[src/rtl/vote_tally_ctrl.sv]
// Vote tally controller: one vote per press, lockout between ballots.
// Optional VOTE_SATURATE_EN: tallies stick at 15 instead of wrapping.
module vote_tally_ctrl #(
  parameter int NUM_CAND    = 4,
  parameter int LOCKOUT_CYC = 8
) (
  input  logic                  clk,
  input  logic                  rst,
  input  logic                  enable,
  input  logic [NUM_CAND-1:0]   vote_btn,
  output logic                  busy,
  output logic                  vote_ack,
  output logic                  vote_err,
  output logic                  overflow,
  output logic [7:0]            total_votes,
  output logic [NUM_CAND*4-1:0] tally_flat
);

  localparam int SW = (NUM_CAND > 1) ? $clog2(NUM_CAND) : 1;
  localparam int CW = $clog2(LOCKOUT_CYC + 1);
  localparam logic [CW-1:0] CNT_LOAD = CW'(LOCKOUT_CYC - 1);

  typedef enum logic [1:0] {
    S_IDLE,
    S_ADD,
    S_LOCK
  } state_t;

  state_t        state_q, state_d;
  logic [SW-1:0] sel_q, sel_d;
  logic [CW-1:0] cnt_q, cnt_d;
  logic [3:0]    tally_q [NUM_CAND];
  logic [3:0]    tally_d [NUM_CAND];
  logic [7:0]    total_q, total_d;
  logic          ovf_q, ovf_d;
  logic          ack_q, ack_d;
  logic          err_q, err_d;

  logic          press;
  logic          onehot;
  logic [SW-1:0] btn_idx;
  logic [3:0]    add_a;
  logic [3:0]    add_sum;
  logic          add_co;
  logic [7:0]    total_inc;

  assign press  = enable && (vote_btn != '0);
  assign onehot = (vote_btn & (vote_btn - NUM_CAND'(1))) == '0;

  always_comb begin
    btn_idx = '0;
    for (int i = 0; i < NUM_CAND; i++) begin
      if (vote_btn[i]) btn_idx = SW'(i);
    end
  end

  // adder_4bit datapath: a = selected tally, b = 1
  assign add_a = tally_q[sel_q];
  assign {add_co, add_sum} = {1'b0, add_a} + 5'd1;

  assign total_inc = (total_q == 8'hFF) ? total_q : total_q + 8'd1;

  always_comb begin
    state_d = state_q;
    sel_d   = sel_q;
    cnt_d   = cnt_q;
    tally_d = tally_q;
    total_d = total_q;
    ovf_d   = ovf_q;
    ack_d   = 1'b0;
    err_d   = 1'b0;
    case (state_q)
      S_IDLE: begin
        if (press) begin
          if (onehot) begin
            sel_d   = btn_idx;
            state_d = S_ADD;
          end else begin
            err_d   = 1'b1;
            cnt_d   = CNT_LOAD;
            state_d = S_LOCK;
          end
        end
      end
      S_ADD: begin
        cnt_d   = CNT_LOAD;
        state_d = S_LOCK;
`ifdef VOTE_SATURATE_EN
        if (add_co) begin
          err_d = 1'b1;
          ovf_d = 1'b1;
        end else begin
          tally_d[sel_q] = add_sum;
          total_d        = total_inc;
          ack_d          = 1'b1;
        end
`else
        tally_d[sel_q] = add_sum;
        total_d        = total_inc;
        ack_d          = 1'b1;
        if (add_co) ovf_d = 1'b1;
`endif
      end
      S_LOCK: begin
        if (cnt_q != '0) begin
          cnt_d = cnt_q - CW'(1);
        end else if (vote_btn == '0) begin
          state_d = S_IDLE;
        end
      end
      default: state_d = S_IDLE;
    endcase
  end

  always_ff @(posedge clk) begin
    if (rst) begin
      state_q <= S_IDLE;
      sel_q   <= '0;
      cnt_q   <= '0;
      for (int i = 0; i < NUM_CAND; i++) tally_q[i] <= '0;
      total_q <= '0;
      ovf_q   <= 1'b0;
      ack_q   <= 1'b0;
      err_q   <= 1'b0;
    end else begin
      state_q <= state_d;
      sel_q   <= sel_d;
      cnt_q   <= cnt_d;
      tally_q <= tally_d;
      total_q <= total_d;
      ovf_q   <= ovf_d;
      ack_q   <= ack_d;
      err_q   <= err_d;
    end
  end

  assign busy        = (state_q != S_IDLE);
  assign vote_ack    = ack_q;
  assign vote_err    = err_q;
  assign overflow    = ovf_q;
  assign total_votes = total_q;

  for (genvar gi = 0; gi < NUM_CAND; gi++) begin : g_flat
    assign tally_flat[4*gi +: 4] = tally_q[gi];
  end

endmodule

[config.mk]
export PLATFORM = sky130hd
export DESIGN_NAME = vote_tally_ctrl
export DESIGN_NICKNAME = d
export VERILOG_FILES = /design/src/rtl/vote_tally_ctrl.sv
export SDC_FILE = /design/constraint.sdc
export NUM_CORES = 1
export LEC_CHECK = 0
export BUFFER_PORTS_ARGS = -buffer_cell sky130_fd_sc_hd__buf_4
export CAP_MARGIN = 20
export CORE_MARGIN = 2
export CORE_UTILIZATION = 30
export DETAILED_ROUTE_END_ITERATION = 12
export GPL_TIMING_DRIVEN = 0
export PLACE_DENSITY = 0.48
export SYNTH_ARGS = -nofsm -noshare
export SYNTH_HDL_FRONTEND = slang
export SYNTH_SLANG_ARGS = --single-unit
[constraint.sdc]
create_clock -name clk -period 1.91 [get_ports clk]
set_clock_uncertainty 0.2 [all_clocks]
set_input_delay 0.191 -clock clk [delete_from_list [all_inputs] [get_ports clk]]
set_output_delay 0.191 -clock clk [all_outputs]
set_load 0.01 [all_outputs]
Yosys cells after proc, flatten, opt, wreduce, memory -nomap -nowiden
Index checks and enable logic that the tools add are counted.

storage, ports and cells
  output and inout bits = 28
  memories kept = 0
  memory bits (read-only) = 0
  latch bits = 0
  memory bits (writable) = 0
  register bits after elaboration = 35
  logic and storage cells = 65

cells by class
  eq/ne operators = 8
  reductions and logical operators = 15
  magnitude comparators = 2
  bitwise gates (word level) = 5
  add/subtract/negate cells = 4
  div/mod/pow operators = 0
  shift operators = 0
  multiply operators = 0
  mux-type cells = 20

operators with widths
  kind                 number
  $mux 4               6
  $bwmux 16            1
  $mux 2               6
  $pmux 4 s3           1
  $ne 2x2->1 const B   5
  $add 8x1->8 const B  1
  $bmux 4 s2           1
  $demux 4 s2          1
  $eq 8x8->1 const B   1
  $logic_not 4->1      2
  $reduce_bool 4->1    2
  $sub 4x1->4 const B  2
  $pmux 2 s3           1
  $reduce_and 3->1     2
  $add 4x1->5 const B  1
  $and 4x4->4          1
  $reduce_and 2->1     2
  $reduce_and 4->1     1
  $ge 3x3->1 const B   1
  $lt 3x1->1 const B   1
  $mux 1               3
  $not 1->1            3
  $not 2->3            1
  $reduce_bool 3->1    1
  other kinds (6)      7

Depth between registers and ports, before layout
Gate-level depths: netlist of the first run.

  depth after elaboration = 6
  mapped depth = 6
  mapped depth without buffers = 6

Worst setup path after synthesis of the first run
No wires, ideal clock.

  kind = register to register
  start = register sel_q[1]
  end = register tally_q, in the netlist tally_flat[2]
  required time = 1.582 ns
  stages on the path, launching flop included = 7
  period minus slack after synthesis = 1.925 ns
  setup time = 0.128 ns
  buffers on the path = 1
  path slack = -0.015 ns
  arrival time = 1.597 ns
  cells stage by stage = dfxtp_1 > buf_4 > mux4_2 > ha_1 > xor2_1 > mux2i_1 > nor2_1

between the ends
  word-level cells in the longest chain between the ends = 6
  elaborated cells between the ends (all ways) = 11
  those cells by class = add/sub: 1; order compare: 2; mux: 6; bitwise: 1; reduce/logical: 1

ends and longest elaborated chain
  item                                                               RTL line  source
  start, declared                                                    30        logic [SW-1:0] sel_q, sel_d;
  start signal, assigned                                             127       sel_q <= sel_d;
  $not 2->3 (implied by the code) (*)                                58, 98
  $bmux 4 s2, or another cell as far along                           58        assign add_a = tally_q[sel_q];
  $mux 4 (implied by the code) or $logic_and 1x1->1 (tied branches)  58, 98
  $mux 4, on equally long branches                                   58, 98
  $add 4x1->5 or $demux 4 s2 (tied branches)                         59, 98
  $bwmux 16 (*)                                                      98        tally_d[sel_q] = add_sum;
  end signal, assigned                                               129       tally_q <= tally_d;
  end, declared                                                      32        logic [3:0] tally_q [NUM_CAND];

Mark *: on every way between the ends. The rest lies on a longest branch, timed or not. The select of a mux whose other input is x is not followed.
A chain may end at the register's enable or synchronous reset.

Worst setup path after layout of the first run
  start = register sel_q[1]
  end = register ovf_q, in the netlist overflow

between the ends
  word-level cells in the longest chain between the ends = 6

ends and longest elaborated chain
  item                                       RTL line  source
  $not 2->3 (implied by the code)            58
  $bmux 4 s2                                 58
  $mux 4 (implied by the code) (2 in a row)  58
  $add 4x1->5                                59        assign {add_co, add_sum} = {1'b0, add_a} + 5'd1;
  $reduce_and 2->1 (no line)                 -
  end signal, assigned                       131       ovf_q <= ovf_d;
  end, declared                              35        logic ovf_q, ovf_d;

Every way passes these cells. The select of a mux whose other input is x is not followed.

==> flow_summary.html, run 1 <==
<table>
<tr><th>Metric</th><th>Value</th></tr>
<tr><th colspan="2">Outcome</th></tr>
<tr><td>Run status</td><td>finished, final reports clean</td></tr>
<tr><th colspan="2">Critical path</th></tr>
<tr><td>Cells on worst reg2reg path</td><td>5</td></tr>
<tr><td>Worst EP arrival</td><td>1.81 ns</td></tr>
<tr><td>Worst flop-to-flop path endpoint</td><td>overflow</td></tr>
<tr><td>Crit path required time</td><td>1.87 ns</td></tr>
<tr><td>Start-to-end type of the worst setup path</td><td>reg -&gt; reg</td></tr>
<tr><td>Kind of end point of the critical path</td><td>register</td></tr>
<tr><td>Critical-path maximum fanout</td><td>6</td></tr>
<tr><td>Origin of the critical flop-to-flop path</td><td>sel_q[1]</td></tr>
<tr><td>CP startpoint kind</td><td>register</td></tr>
<tr><td>Register-to-register path setup slack</td><td>0.06 ns</td></tr>
<tr><th colspan="2">Cells and area</th></tr>
<tr><td>Fill cells</td><td>576</td></tr>
<tr><td>Antenna fix cells</td><td>0</td></tr>
<tr><td>Layout Cell Area excl Fill</td><td>2250 um2</td></tr>
<tr><td>Number of nets in the finished design</td><td>234</td></tr>
<tr><td>Post-Route Utilization</td><td>40.8%</td></tr>
<tr><td>P&amp;R area growth vs syn</td><td>31.3%</td></tr>
<tr><td>Layout cell share with drive strength beyond 1</td><td>29.5%</td></tr>
<tr><th colspan="2">Power and ir drop</th></tr>
<tr><td>Pwr dens</td><td>747 nW/um2</td></tr>
<tr><td>Maximum vdd drop</td><td>255 uV</td></tr>
<tr><td>Leakage power total</td><td>0.859 nW</td></tr>
<tr><th colspan="2">Route</th></tr>
<tr><td>Drc violations</td><td>0</td></tr>
<tr><td>Residual antenna-violating net count after detailed routing</td><td>0</td></tr>
<tr><td>Avg WL per Cell</td><td>13.4 um</td></tr>
<tr><td>Vias</td><td>1443</td></tr>
<tr><td>Drt first pass iters</td><td>4</td></tr>
<tr><td>Final WL</td><td>3970 um</td></tr>
<tr><td>Count of routing violations after the opening detailed-route iteration</td><td>66</td></tr>
<tr><td>Detail-routed via count per cell</td><td>4.88</td></tr>
<tr><th colspan="2">Place</th></tr>
<tr><td>PortBufs</td><td>33</td></tr>
<tr><td>Post-DP HPWL</td><td>2770 um</td></tr>
<tr><td>Post-Place Cell Area</td><td>2050 um2</td></tr>
<tr><td>Placement Setup Slack</td><td>-0.190 ns</td></tr>
<tr><td>Final Wtd Congestion</td><td>0.691</td></tr>
<tr><th colspan="2">Clocking</th></tr>
<tr><td>Clock tree from TritonCTS</td><td>done</td></tr>
<tr><td>Total clock buffers created by CTS</td><td>5</td></tr>
<tr><td>Number of clock sinks</td><td>35</td></tr>
<tr><td>Maximum level of the CTS H-tree</td><td>2</td></tr>
<tr><td>Maximum clock insertion buffer count</td><td>2</td></tr>
<tr><td>Root buffer cell</td><td>sky130_fd_sc_hd__clkbuf_8</td></tr>
<tr><td>Clock transition time at the flip-flop clock pins of the worst setup and hold paths</td><td>0.07 ns</td></tr>
<tr><td>Clk_lat worst skew</td><td>0.29 ns</td></tr>
<tr><th colspan="2">Timing</th></tr>
<tr><td>Final Hold Viols</td><td>0</td></tr>
<tr><td>Final worst path period share</td><td>97.1%</td></tr>
<tr><td>Count of final max-slew check failures</td><td>0</td></tr>
<tr><td>Worst Max-Slew Pin Slew</td><td>0.615 ns</td></tr>
<tr><td>Setup repair after global routing missed its margin</td><td>yes</td></tr>
<tr><td>Max Fclk</td><td>539 MHz</td></tr>
<tr><td>Final Critical Period</td><td>1.85 ns</td></tr>
<tr><td>Total setup violations reported at the end of the flow</td><td>0</td></tr>
<tr><td>Total negative slack</td><td>0 ns</td></tr>
<tr><td>Normalized max-slew margin</td><td>58.7%</td></tr>
<tr><td>Worst path setup slack after routing</td><td>0.0555 ns</td></tr>
<tr><th colspan="2">Global routing</th></tr>
<tr><td>Total routing resource utilization after global routing</td><td>13.6%</td></tr>
<tr><td>Wire length of the first global-routing pass</td><td>6470 um</td></tr>
<tr><td>Total overflow reported by the global router</td><td>0</td></tr>
<tr><td>Largest net degree at the start of global routing</td><td>12</td></tr>
<tr><td>Vias in the first global route</td><td>1295</td></tr>
<tr><td>Number of antenna violations at the first check in global routing</td><td>0</td></tr>
<tr><th colspan="2">Hold path</th></tr>
<tr><td>Worst Hold Endpoint</td><td>sel_q[0]</td></tr>
<tr><td>Kind of path behind the tightest hold check</td><td>in -&gt; reg</td></tr>
<tr><td>Startpoint of the tightest hold check path</td><td>vote_btn[3]</td></tr>
<tr><td>Hold depth</td><td>3</td></tr>
<tr><th colspan="2">Floorplanning</th></tr>
<tr><td>Full die area</td><td>6330 um2</td></tr>
<tr><td>Starting density of the core</td><td>31.1%</td></tr>
<tr><td>Die height</td><td>79.6 um</td></tr>
<tr><td>Die width</td><td>79.6 um</td></tr>
<tr><td>Row count</td><td>27</td></tr>
<tr><td>Number of placed I/O pins</td><td>35</td></tr>
<tr><td>Core region area</td><td>5510 um2</td></tr>
<tr><th colspan="2">Yosys</th></tr>
<tr><td>Distinct cells, synth</td><td>42</td></tr>
<tr><td>YS warnings</td><td>0</td></tr>
<tr><td>Synthesized netlist cell count</td><td>179</td></tr>
<tr><td>Register bit total from synthesis</td><td>35</td></tr>
<tr><td>Part of the Yosys area used for sequential elements</td><td>40.9%</td></tr>
<tr><td>Per-instance average area after synthesis</td><td>9.57 um2</td></tr>
<tr><td>Synthesized cell area</td><td>1710 um2</td></tr>
<tr><td>Synthesized Nets</td><td>190</td></tr>
<tr><th colspan="2">Flow run</th></tr>
<tr><td>Number of maximum-capacitance violations</td><td>0</td></tr>
</table>
[layer usage]
metal | share of wire (%) | global-route usage, % | vias to the layer above
li1 | - | - | 737
met1 | 50 | 18.5 | 676
met2 | 44 | 20.2 | 26
met3 | 4.6 | 3.96 | 4
met4 | 1.2 | 5.17 | 0
met5 | 0 | 0 | -
[power breakdown]
group,switching [mW],total [mW],internal [mW]
Combinational,0.115,0.212,0.0975
Sequential,0.0243,0.776,0.751
Clock,0.269,0.691,0.422
Total,0.408,1.68,1.27
[worst max-delay path, cell delays in order, from the launching register on]
cell and delay (ns):
sky130_fd_sc_hd__dfxtp_4 0.37, sky130_fd_sc_hd__buf_4 0.13, sky130_fd_sc_hd__mux4_2 0.60, sky130_fd_sc_hd__buf_4 0.18
sky130_fd_sc_hd__a41oi_1 0.18, sky130_fd_sc_hd__nor2_1 0.05
[state kept, by name, indices dropped and copies added (netlist names)]
name / flops
state_q: 2
vote_err: 1
sel_q: 2
total_votes: 8
tally_flat: 16
overflow: 1
cnt_q: 4
vote_ack: 1
[worst max-delay path by stage]
| stage | slack, ns | endpoint | start |
|---|---|---|---|
| final | 0.06 | overflow | sel_q[1] |
| after global routing | -0.04 | tally_flat[10] | sel_q[1] |
| after CTS | 0.01 | tally_flat[6] | sel_q[1] |
| after detailed placement | -0.19 | tally_flat[6] | sel_q[1] |
| after global placement | -0.18 | tally_flat[6] | sel_q[1] |
| after floorplan | 0.01 | tally_flat[2] | sel_q[1] |
[cell usage after synthesis (all sizes together)]
library cell	number	share of area [%]
a41oi	2	1.0
nor4b	1	1.4
a21oi	6	1.8
nor2b	5	1.8
o22ai	1	0.37
o41a	1	0.66
o21ba	1	0.58
dfxtp	35	41
nand2b	2	0.73
nand4b	1	0.51
or3	2	0.80
mux4	4	5.3
nor3	8	2.3
nor2	28	6.1
o31ai	3	1.3
nand2	3	0.66
mux2i	9	5.3
or4	2	0.88
and4bb	2	1.5
and3	2	1.0
nand4	4	1.5
inv	7	1.5
o21ai	3	0.88
ha	4	2.9
xor2	5	2.6
a211oi	7	3.1
and4	1	0.51
a21boi	1	0.44
xnor2	7	3.6
o311a	1	0.58
and4b	1	0.58
nor3b	3	1.3
buf	5	2.1
nand3	2	0.58
clkbuf	5	1.1
a31oi	1	0.37
o211ai	1	0.44
nor4	3	1.1
[layout by cell type, fill, tap and decap left out, types with 5 or more instances in the layout]
cell	count
sky130_fd_sc_hd__xnor2_1	7
sky130_fd_sc_hd__clkbuf_8	6
sky130_fd_sc_hd__buf_4	39
sky130_fd_sc_hd__a21oi_1	6
sky130_fd_sc_hd__a211oi_1	6
sky130_fd_sc_hd__mux2i_1	9
sky130_fd_sc_hd__dfxtp_1	34
sky130_fd_sc_hd__nor3_1	8
sky130_fd_sc_hd__clkbuf_1	5
sky130_fd_sc_hd__nor2_1	28
sky130_fd_sc_hd__inv_1	7
[area by class of cell]
cell class	count	area, um2	share of cell area, %
tap	72	90.1	4.01
clock inverter	2	35.0	1.56
clock buffer	6	82.6	3.67
timing repair buffer	38	285	12.7
multi-input combinational	127	975	43.3
inverter	7	26.3	1.17
sequential	35	704	31.3
buffer	9	50.0	2.23
[what timing repair did]
action	in CTS	in global routing
pin swaps	1	1
setup endpoints to repair	9	8
gates resized for setup	5	5
setup buffers	4	1
hold buffers	0	0
[metrics by stage]
step / power [mW] / hold slack [ns] / std cells
finish: 1.68 / 0.0245 / 296
global route: 1.77 / 0.0317 / 296
CTS: 1.70 / 0.0167 / 296
detailed placement: 0.995 / 0.293 / 284
global placement: 0.995 / 0.288 / 284
floorplan: 0.934 / 0.165 / 179
[cells by family (layout without fill, tap and decap cells)]
| group | count (synthesis) | count (layout) | share of synthesized area (%) |
|---|---|---|---|
| compound gates | 28 | 28 | 11.5 |
| xor+xnor | 12 | 12 | 6.14 |
| fa+ha+maj | 4 | 4 | 2.92 |
| buf+inv | 17 | 62 | 4.75 |
| flops | 35 | 35 | 40.9 |
| mux | 13 | 13 | 10.5 |
| simple gates | 70 | 70 | 23.3 |
Note: power is estimated with default switching activity, not from simulation.
==> run 2: changes to the inputs <==
ABC_AREA = 1   (was default)
PLACE_DENSITY = 0.47   (was 0.48)
==> run 2 against run 1 <==
  * Via count rose by 17%
  * Cell count rose by 27%
  * Sequential share of layout area fell by 0.27 points
  * Largest power group unchanged
  * Highest routed layer unchanged
==> flow_summary.html, run 2 <==
<table>
<tr><th>Metric</th><th>Value</th></tr>
<tr><th colspan="2">Outcome</th></tr>
<tr><td>Run status</td><td>finished, final reports clean</td></tr>
<tr><th colspan="2">Power and ir drop</th></tr>
<tr><td>Reg power frac</td><td>48.9%</td></tr>
<tr><td>Cell-internal power</td><td>1.13 mW</td></tr>
<tr><td>Net switching power</td><td>0.493 mW</td></tr>
<tr><td>Pwr dens</td><td>716 nW/um2</td></tr>
<tr><td>Clock Power Share</td><td>33.0%</td></tr>
<tr><td>Net Sw Frac</td><td>30.5%</td></tr>
<tr><td>Leakage power total</td><td>1.11 nW</td></tr>
<tr><td>Combinational fraction of design power</td><td>18.2%</td></tr>
<tr><td>Maximum vdd drop</td><td>305 uV</td></tr>
<tr><th colspan="2">Clocking</th></tr>
<tr><td>Clock transition time at the flip-flop clock pins of the worst setup and hold paths</td><td>0.07 ns</td></tr>
<tr><td>Root buffer cell</td><td>sky130_fd_sc_hd__clkbuf_8</td></tr>
<tr><td>Clk_lat worst skew</td><td>0.29 ns</td></tr>
<tr><td>Maximum level of the CTS H-tree</td><td>2</td></tr>
<tr><td>Clock tree from TritonCTS</td><td>done</td></tr>
<tr><td>Number of clock sinks</td><td>35</td></tr>
<tr><td>Total clock buffers created by CTS</td><td>5</td></tr>
<tr><td>Maximum clock insertion buffer count</td><td>2</td></tr>
<tr><th colspan="2">Global routing</th></tr>
<tr><td>Largest net degree at the start of global routing</td><td>12</td></tr>
<tr><td>Total overflow reported by the global router</td><td>0</td></tr>
<tr><td>Wire length of the first global-routing pass</td><td>7040 um</td></tr>
<tr><td>Number of antenna violations at the first check in global routing</td><td>0</td></tr>
<tr><td>Total routing resource utilization after global routing</td><td>14.1%</td></tr>
<tr><td>Vias in the first global route</td><td>1512</td></tr>
<tr><th colspan="2">Floorplanning</th></tr>
<tr><td>Full die area</td><td>6600 um2</td></tr>
<tr><td>Starting density of the core</td><td>30.6%</td></tr>
<tr><td>Core region area</td><td>5850 um2</td></tr>
<tr><td>Die height</td><td>81.2 um</td></tr>
<tr><td>Die width</td><td>81.2 um</td></tr>
<tr><td>Number of placed I/O pins</td><td>35</td></tr>
<tr><td>Row count</td><td>28</td></tr>
<tr><th colspan="2">Yosys</th></tr>
<tr><td>Synthesized netlist cell count</td><td>255</td></tr>
<tr><td>Synthesized cell area</td><td>1790 um2</td></tr>
<tr><td>YS warnings</td><td>0</td></tr>
<tr><td>Register bit total from synthesis</td><td>35</td></tr>
<tr><td>Post-synth top area cell</td><td>sky130_fd_sc_hd__dfxtp_1</td></tr>
<tr><td>Cell with the most instances after synthesis</td><td>sky130_fd_sc_hd__nand2_1</td></tr>
<tr><td>Part of the Yosys area used for sequential elements</td><td>39.2%</td></tr>
<tr><td>Synthesized Nets</td><td>266</td></tr>
<tr><td>Most used standard cells in the synthesized netlist</td><td>68 x sky130_fd_sc_hd__nand2_1, 35 x sky130_fd_sc_hd__dfxtp_1, 28 x sky130_fd_sc_hd__nor2_1, 25 x sky130_fd_sc_hd__inv_1</td></tr>
<tr><td>Async set-reset flop share out of synthesis</td><td>0%</td></tr>
<tr><td>Number of synthesized flops with an enable pin</td><td>0</td></tr>
<tr><td>Most instantiated flip-flop cell in the synthesis netlist</td><td>sky130_fd_sc_hd__dfxtp_1</td></tr>
<tr><td>Distinct cells, synth</td><td>29</td></tr>
<tr><td>Largest cells by area after synthesis</td><td>sky130_fd_sc_hd__dfxtp_1 39%, sky130_fd_sc_hd__nand2_1 14%, sky130_fd_sc_hd__nor2_1 5.9%, sky130_fd_sc_hd__a21oi_1 5.3%, sky130_fd_sc_hd__nand3_1 5.3%</td></tr>
<tr><td>Share of the synthesized area in the top cell type</td><td>39.2%</td></tr>
<tr><td>Per-instance average area after synthesis</td><td>7.02 um2</td></tr>
<tr><th colspan="2">Timing</th></tr>
<tr><td>Final worst path period share</td><td>91.1%</td></tr>
<tr><td>Total negative slack</td><td>0 ns</td></tr>
<tr><td>Setup repair after global routing missed its margin</td><td>no</td></tr>
<tr><td>Worst Max-Slew Pin Slew</td><td>0.489 ns</td></tr>
<tr><td>Max Fclk</td><td>575 MHz</td></tr>
<tr><td>Final Hold Viols</td><td>0</td></tr>
<tr><td>Total setup violations reported at the end of the flow</td><td>0</td></tr>
<tr><td>Count of final max-slew check failures</td><td>0</td></tr>
<tr><td>Normalized max-slew margin</td><td>67.4%</td></tr>
<tr><td>Final Critical Period</td><td>1.74 ns</td></tr>
<tr><th colspan="2">Cells and area</th></tr>
<tr><td>Antenna fix cells</td><td>0</td></tr>
<tr><td>Area used by multi-input combinational logic</td><td>945 um2</td></tr>
<tr><td>Commonest non-fill, non-tap cell in the layout</td><td>sky130_fd_sc_hd__nand2_1</td></tr>
<tr><td>Fill cells</td><td>647</td></tr>
<tr><td>Number of nets in the finished design</td><td>310</td></tr>
<tr><td>Commonest non-fill, non-tap cells in the layout</td><td>68 x sky130_fd_sc_hd__nand2_1, 36 x sky130_fd_sc_hd__buf_4, 34 x sky130_fd_sc_hd__dfxtp_1, 28 x sky130_fd_sc_hd__nor2_1, 24 x sky130_fd_sc_hd__inv_1</td></tr>
<tr><td>P&amp;R area growth vs syn</td><td>26.3%</td></tr>
<tr><td>Layout Cell Area excl Fill</td><td>2260 um2</td></tr>
<tr><td>Area occupied by registers</td><td>702 um2</td></tr>
<tr><td>Layout cell share with drive strength beyond 1</td><td>24.0%</td></tr>
<tr><td>Number of flip-flops under the largest register name</td><td>16</td></tr>
<tr><th colspan="2">Critical path</th></tr>
<tr><td>Critical path, cell by cell</td><td>buf_4 -&gt; clkinvlp_4 -&gt; nand2_1 -&gt; nand2_4 -&gt; ha_1 -&gt; o21ai_0 -&gt; nor2_1</td></tr>
<tr><td>Crit path required time</td><td>1.90 ns</td></tr>
<tr><td>Worst-path cell with the longest stage delay</td><td>sky130_fd_sc_hd__ha_1</td></tr>
<tr><td>Worst EP arrival</td><td>1.73 ns</td></tr>
<tr><td>Start-to-end type of the worst setup path</td><td>reg -&gt; reg</td></tr>
<tr><td>Critical-path maximum fanout</td><td>10</td></tr>
<tr><td>CP startpoint kind</td><td>register</td></tr>
<tr><td>Kind of end point of the critical path</td><td>register</td></tr>
<tr><td>CP max stage delay</td><td>0.36 ns</td></tr>
<tr><th colspan="2">Place</th></tr>
<tr><td>Final Wtd Congestion</td><td>0.771</td></tr>
<tr><td>Post-Place Cell Area</td><td>2130 um2</td></tr>
<tr><td>PortBufs</td><td>33</td></tr>
<tr><td>Post-DP HPWL</td><td>3060 um</td></tr>
<tr><th colspan="2">Flow run</th></tr>
<tr><td>Number of maximum-capacitance violations</td><td>0</td></tr>
<tr><th colspan="2">Hold path</th></tr>
<tr><td>Kind of path behind the tightest hold check</td><td>in -&gt; reg</td></tr>
<tr><th colspan="2">Route</th></tr>
<tr><td>Drt first pass iters</td><td>4</td></tr>
<tr><td>Residual antenna-violating net count after detailed routing</td><td>0</td></tr>
<tr><td>Drc violations</td><td>0</td></tr>
<tr><td>Detail-routed via count per cell</td><td>4.49</td></tr>
<tr><td>Count of routing violations after the opening detailed-route iteration</td><td>72</td></tr>
<tr><td>Avg WL per Cell</td><td>11.5 um</td></tr>
<tr><td>Final WL</td><td>4310 um</td></tr>
<tr><td>Vias</td><td>1685</td></tr>
</table>
-- run 2: power by group through the flow --
stage / clock [mW] / combinational [mW] / sequential (mW)
after floorplan: 0 / 0.199 / 0.808
after detailed placement: 0 / 0.286 / 0.808
after CTS: 0.563 / 0.291 / 0.791
after global routing: 0.600 / 0.336 / 0.796
after global placement: 0 / 0.286 / 0.808
final: 0.534 / 0.294 / 0.791
-- run 2: through the flow --
stage	power [mW]	setup WS, ns	hold slack (ns)	utilization [%]	std cells
2_1_floorplan	1.01	0.331	0.145	-	255
3_3_place_gp	1.09	0.141	0.266	36.4	363
3_5_place_dp	1.09	0.144	0.270	36.4	363
4_1_cts	1.64	0.139	0.0106	38.2	373
5_1_grt	1.73	0.0210	0.0216	38.6	375
6_report	1.62	0.170	0.0144	38.6	375
-- run 2: worst max-delay path, delay by kind of cell (launching register included) --
family	cells	cell delay, ns
buffers and inverters	2	0.31
DFF	1	0.31
AOI/OAI and AO/OA	1	0.19
adders and majority gates	1	0.36
and+or+nand+nor	3	0.27
-- run 2: repair_timing --
item	CTS	global route
endpoints found under the hold margin	2	0
setup buffers	0	2
endpoints found under the setup margin	0	3
resized for setup	0	3
hold buffers	2	0
-- run 2: logic make-up (layout without fill, tap and decap cells) --
logic type               after synthesis  after routing  share of synthesized area [%]
adder cells (fa/ha/maj)                4              4                           2.80
flip-flops                            35             35                           39.2
buffers and inverters                 36             81                           8.32
AO/OA/AOI/OAI                         38             38                           11.8
XOR/XNOR                               7              7                           3.43
AND/OR/NAND/NOR                      135            135                           34.5
-- run 2: per-layer routing --
metal	GRT usage, %	routed length (um)
met2	22.7	1990
met1	17.7	2080
met4	4.07	53
met3	5.00	191
met5	0	0
-- run 2: worst paths after layout --
check         startpoint       endpoint  slack [ns]  depth (start not counted)
max reg2reg     sel_q[1]  tally_flat[1]        0.17                          7
min          vote_btn[1]       sel_q[0]        0.01                          3
min reg2reg     cnt_q[2]       cnt_q[2]        0.28                          2
max             sel_q[1]  tally_flat[1]        0.17                          7
-- run 2: final cells by class --
| cell class | count | area share (%) |
|---|---|---|
| plain buffers | 5 | 1.44 |
| multi-input cells | 184 | 41.8 |
| clock buffers | 5 | 3.05 |
| repair buffers | 37 | 12.5 |
| well taps | 75 | 4.15 |
| clock inverters | 3 | 0.664 |
| inverters | 31 | 5.32 |
| flip-flops and latches | 35 | 31.1 |
==> run 3: changes to the inputs <==
CORE_MARGIN = 4   (was 2)
PLACE_DENSITY = default   (was 0.47)
==> run 3 against run 2 <==
  * Fmax shrank 0.59%
  * Register-to-register slack barely moved
  * Cell count shrank 0.80%
  * Combinational power about the same
  * Sequential power hardly changed
  * Sequential share of layout area down 0.44 points
  * Final area up 1.4%
  * Routed wire length shrank 1.0%
  * Critical endpoint is now tally_flat[13]
  * Largest power group unchanged
  * Highest routed layer unchanged
==> flow_summary.html, run 3 (synthesized netlist as in run 2, its figures left out) <==
<table>
<tr><th>Metric</th><th>Value</th></tr>
<tr><th colspan="2">Outcome</th></tr>
<tr><td>Run status</td><td>finished, final reports clean</td></tr>
<tr><th colspan="2">Global routing</th></tr>
<tr><td>Largest net degree at the start of global routing</td><td>12</td></tr>
<tr><td>Total routing resource utilization after global routing</td><td>12.6%</td></tr>
<tr><td>Total overflow reported by the global router</td><td>0</td></tr>
<tr><td>Number of antenna violations at the first check in global routing</td><td>0</td></tr>
<tr><td>Wire length of the first global-routing pass</td><td>7460 um</td></tr>
<tr><td>Vias in the first global route</td><td>1636</td></tr>
<tr><th colspan="2">Route</th></tr>
<tr><td>Vias</td><td>1682</td></tr>
<tr><td>Final WL</td><td>4270 um</td></tr>
<tr><td>Drc violations</td><td>0</td></tr>
<tr><td>Count of routing violations after the opening detailed-route iteration</td><td>85</td></tr>
<tr><td>Drt first pass iters</td><td>4</td></tr>
<tr><td>Residual antenna-violating net count after detailed routing</td><td>0</td></tr>
<tr><td>Avg WL per Cell</td><td>11.5 um</td></tr>
<tr><td>Detail-routed via count per cell</td><td>4.52</td></tr>
<tr><th colspan="2">Critical path</th></tr>
<tr><td>Critical-path maximum fanout</td><td>10</td></tr>
<tr><td>Start-to-end type of the worst setup path</td><td>reg -&gt; reg</td></tr>
<tr><td>Worst-path cell with the longest stage delay</td><td>sky130_fd_sc_hd__ha_2</td></tr>
<tr><td>CP startpoint kind</td><td>register</td></tr>
<tr><td>Worst EP arrival</td><td>1.72 ns</td></tr>
<tr><td>Cells on worst reg2reg path</td><td>7</td></tr>
<tr><td>Critical path, cell by cell</td><td>buf_4 -&gt; clkinvlp_4 -&gt; nand2_1 -&gt; nand2_4 -&gt; ha_2 -&gt; o21ai_0 -&gt; nor2_1</td></tr>
<tr><td>Crit path required time</td><td>1.88 ns</td></tr>
<tr><td>CP max stage delay</td><td>0.32 ns</td></tr>
<tr><td>Origin of the critical flop-to-flop path</td><td>sel_q[1]</td></tr>
<tr><td>Worst flop-to-flop path endpoint</td><td>tally_flat[13]</td></tr>
<tr><td>Kind of end point of the critical path</td><td>register</td></tr>
<tr><td>Crit. Startpoint</td><td>sel_q[1]</td></tr>
<tr><td>Register-to-register path setup slack</td><td>0.16 ns</td></tr>
<tr><th colspan="2">Cells and area</th></tr>
<tr><td>Layout Cell Area excl Fill</td><td>2290 um2</td></tr>
<tr><td>Antenna fix cells</td><td>0</td></tr>
<tr><td>Layout cell share with drive strength beyond 1</td><td>24.3%</td></tr>
<tr><td>Commonest non-fill, non-tap cells in the layout</td><td>68 x sky130_fd_sc_hd__nand2_1, 36 x sky130_fd_sc_hd__buf_4, 34 x sky130_fd_sc_hd__dfxtp_1, 28 x sky130_fd_sc_hd__nor2_1, 24 x sky130_fd_sc_hd__inv_1</td></tr>
<tr><td>Number of nets in the finished design</td><td>310</td></tr>
<tr><td>Commonest non-fill, non-tap cell in the layout</td><td>sky130_fd_sc_hd__nand2_1</td></tr>
<tr><td>P&amp;R area growth vs syn</td><td>28.1%</td></tr>
<tr><td>Number of flip-flops under the largest register name</td><td>16</td></tr>
<tr><th colspan="2">Floorplanning</th></tr>
<tr><td>Die height</td><td>85.2 um</td></tr>
<tr><td>Full die area</td><td>7260 um2</td></tr>
<tr><td>Die width</td><td>85.2 um</td></tr>
<tr><td>Core region area</td><td>5640 um2</td></tr>
<tr><td>Starting density of the core</td><td>31.7%</td></tr>
<tr><td>Number of placed I/O pins</td><td>35</td></tr>
<tr><td>Row count</td><td>27</td></tr>
<tr><th colspan="2">Hold path</th></tr>
<tr><td>Kind of path behind the tightest hold check</td><td>in -&gt; reg</td></tr>
<tr><td>Worst Hold Endpoint</td><td>total_votes[7]</td></tr>
<tr><td>Startpoint of the tightest hold check path</td><td>rst</td></tr>
<tr><td>Hold depth</td><td>2</td></tr>
<tr><th colspan="2">Clocking</th></tr>
<tr><td>Number of clock sinks</td><td>35</td></tr>
<tr><td>Clk_lat worst skew</td><td>0.28 ns</td></tr>
<tr><td>Root buffer cell</td><td>sky130_fd_sc_hd__clkbuf_8</td></tr>
<tr><td>Maximum clock insertion buffer count</td><td>2</td></tr>
<tr><td>Maximum level of the CTS H-tree</td><td>2</td></tr>
<tr><td>Clock transition time at the flip-flop clock pins of the worst setup and hold paths</td><td>0.07 ns</td></tr>
<tr><td>Clock tree from TritonCTS</td><td>done</td></tr>
<tr><td>Total clock buffers created by CTS</td><td>5</td></tr>
<tr><th colspan="2">Timing</th></tr>
<tr><td>Final Critical Period</td><td>1.75 ns</td></tr>
<tr><td>Total setup violations reported at the end of the flow</td><td>0</td></tr>
<tr><td>Worst hold slack across all endpoints</td><td>0.0125 ns</td></tr>
<tr><td>Normalized max-slew margin</td><td>71.2%</td></tr>
<tr><td>Worst Max-Slew Pin Slew</td><td>0.431 ns</td></tr>
<tr><td>Count of final max-slew check failures</td><td>0</td></tr>
<tr><td>Total negative slack</td><td>0 ns</td></tr>
<tr><td>Final worst path period share</td><td>91.6%</td></tr>
<tr><td>Final Hold Viols</td><td>0</td></tr>
<tr><td>Setup repair after global routing missed its margin</td><td>no</td></tr>
<tr><td>Max Fclk</td><td>571 MHz</td></tr>
<tr><th colspan="2">Power and ir drop</th></tr>
<tr><td>Maximum vdd drop</td><td>419 uV</td></tr>
<tr><td>Pwr dens</td><td>774 nW/um2</td></tr>
<tr><td>Leakage power total</td><td>1.12 nW</td></tr>
<tr><td>Design Power</td><td>1.77 mW</td></tr>
<tr><th colspan="2">Place</th></tr>
<tr><td>PortBufs</td><td>33</td></tr>
<tr><td>Final Wtd Congestion</td><td>0.762</td></tr>
<tr><td>Post-Place Cell Area</td><td>2130 um2</td></tr>
<tr><td>Post-DP HPWL</td><td>3170 um</td></tr>
<tr><th colspan="2">Flow run</th></tr>
<tr><td>Number of maximum-capacitance violations</td><td>0</td></tr>
</table>
[run 3: cell count changes in the layout (fill, tap and decap cells not counted), sizes merged]
cell,previous run,this run
bufinv,0,1
clkbuf,5,6
clkinv,3,1
[run 3: stage by stage]
step                setup slack (ns)  util (%)  instances
floorplan                      0.331         -        255
global placement               0.170      37.7        360
detailed placement             0.167      37.7        360
CTS                            0.148      40.1        370
global route                  0.0186      40.6        372
finish                         0.160      40.6        372
[run 3: power by group]
| part | switching, mW | internal (mW) |
|---|---|---|
| sequential | 0.0252 | 0.766 |
| clock | 0.264 | 0.422 |
| combinational | 0.184 | 0.112 |
| total | 0.474 | 1.30 |
[run 3: worst max-delay path by stage]
stage                endpoint  slack [ns]  cells after the start
2_1_floorplan  tally_flat[10]        0.33                     10
3_3_place_gp   tally_flat[13]        0.17                      8
3_5_place_dp   tally_flat[10]        0.17                     10
4_1_cts        tally_flat[10]        0.15                     10
5_1_grt         tally_flat[6]        0.02                     11
6_report       tally_flat[13]        0.16                      7
[run 3: what timing repair did]
| action | 4_1_cts | 5_1_grt |
|---|---|---|
| endpoints found under the setup margin | 0 | 6 |
| gates resized for setup | 0 | 5 |
| buffers inserted | 0 | 2 |
| hold buffers | 2 | 0 |
| hold endpoints to repair | 2 | 0 |
[run 3: layer usage]
metal  share of wire [%]  GRT usage, %  wire (um)
met2                  47          20.5       2020
met4                0.98          3.45         42
met5                   0             0          0
met3                 6.0          3.59        255
met1                  46          16.2       1940
[run 3: final cells by class]
| class | count | area (um2) |
|---|---|---|
| clock inverter | 2 | 35.0 |
| multi-input combinational | 184 | 947 |
| buffer | 5 | 32.5 |
| inverter | 31 | 120 |
| fill | 599 | 3350 |
| clock buffer | 6 | 82.6 |
| tap | 72 | 90.1 |
| timing repair buffer | 37 | 283 |
| sequential | 35 | 702 |
[run 3: worst max-delay path: cells and delay by family (launching register included)]
family,cells,cell delay [ns]
adder cells (fa/ha/maj),1,0.32
buffers and inverters,2,0.34
AO/OA/AOI/OAI,1,0.21
flip-flops,1,0.31
AND/OR/NAND/NOR,3,0.28
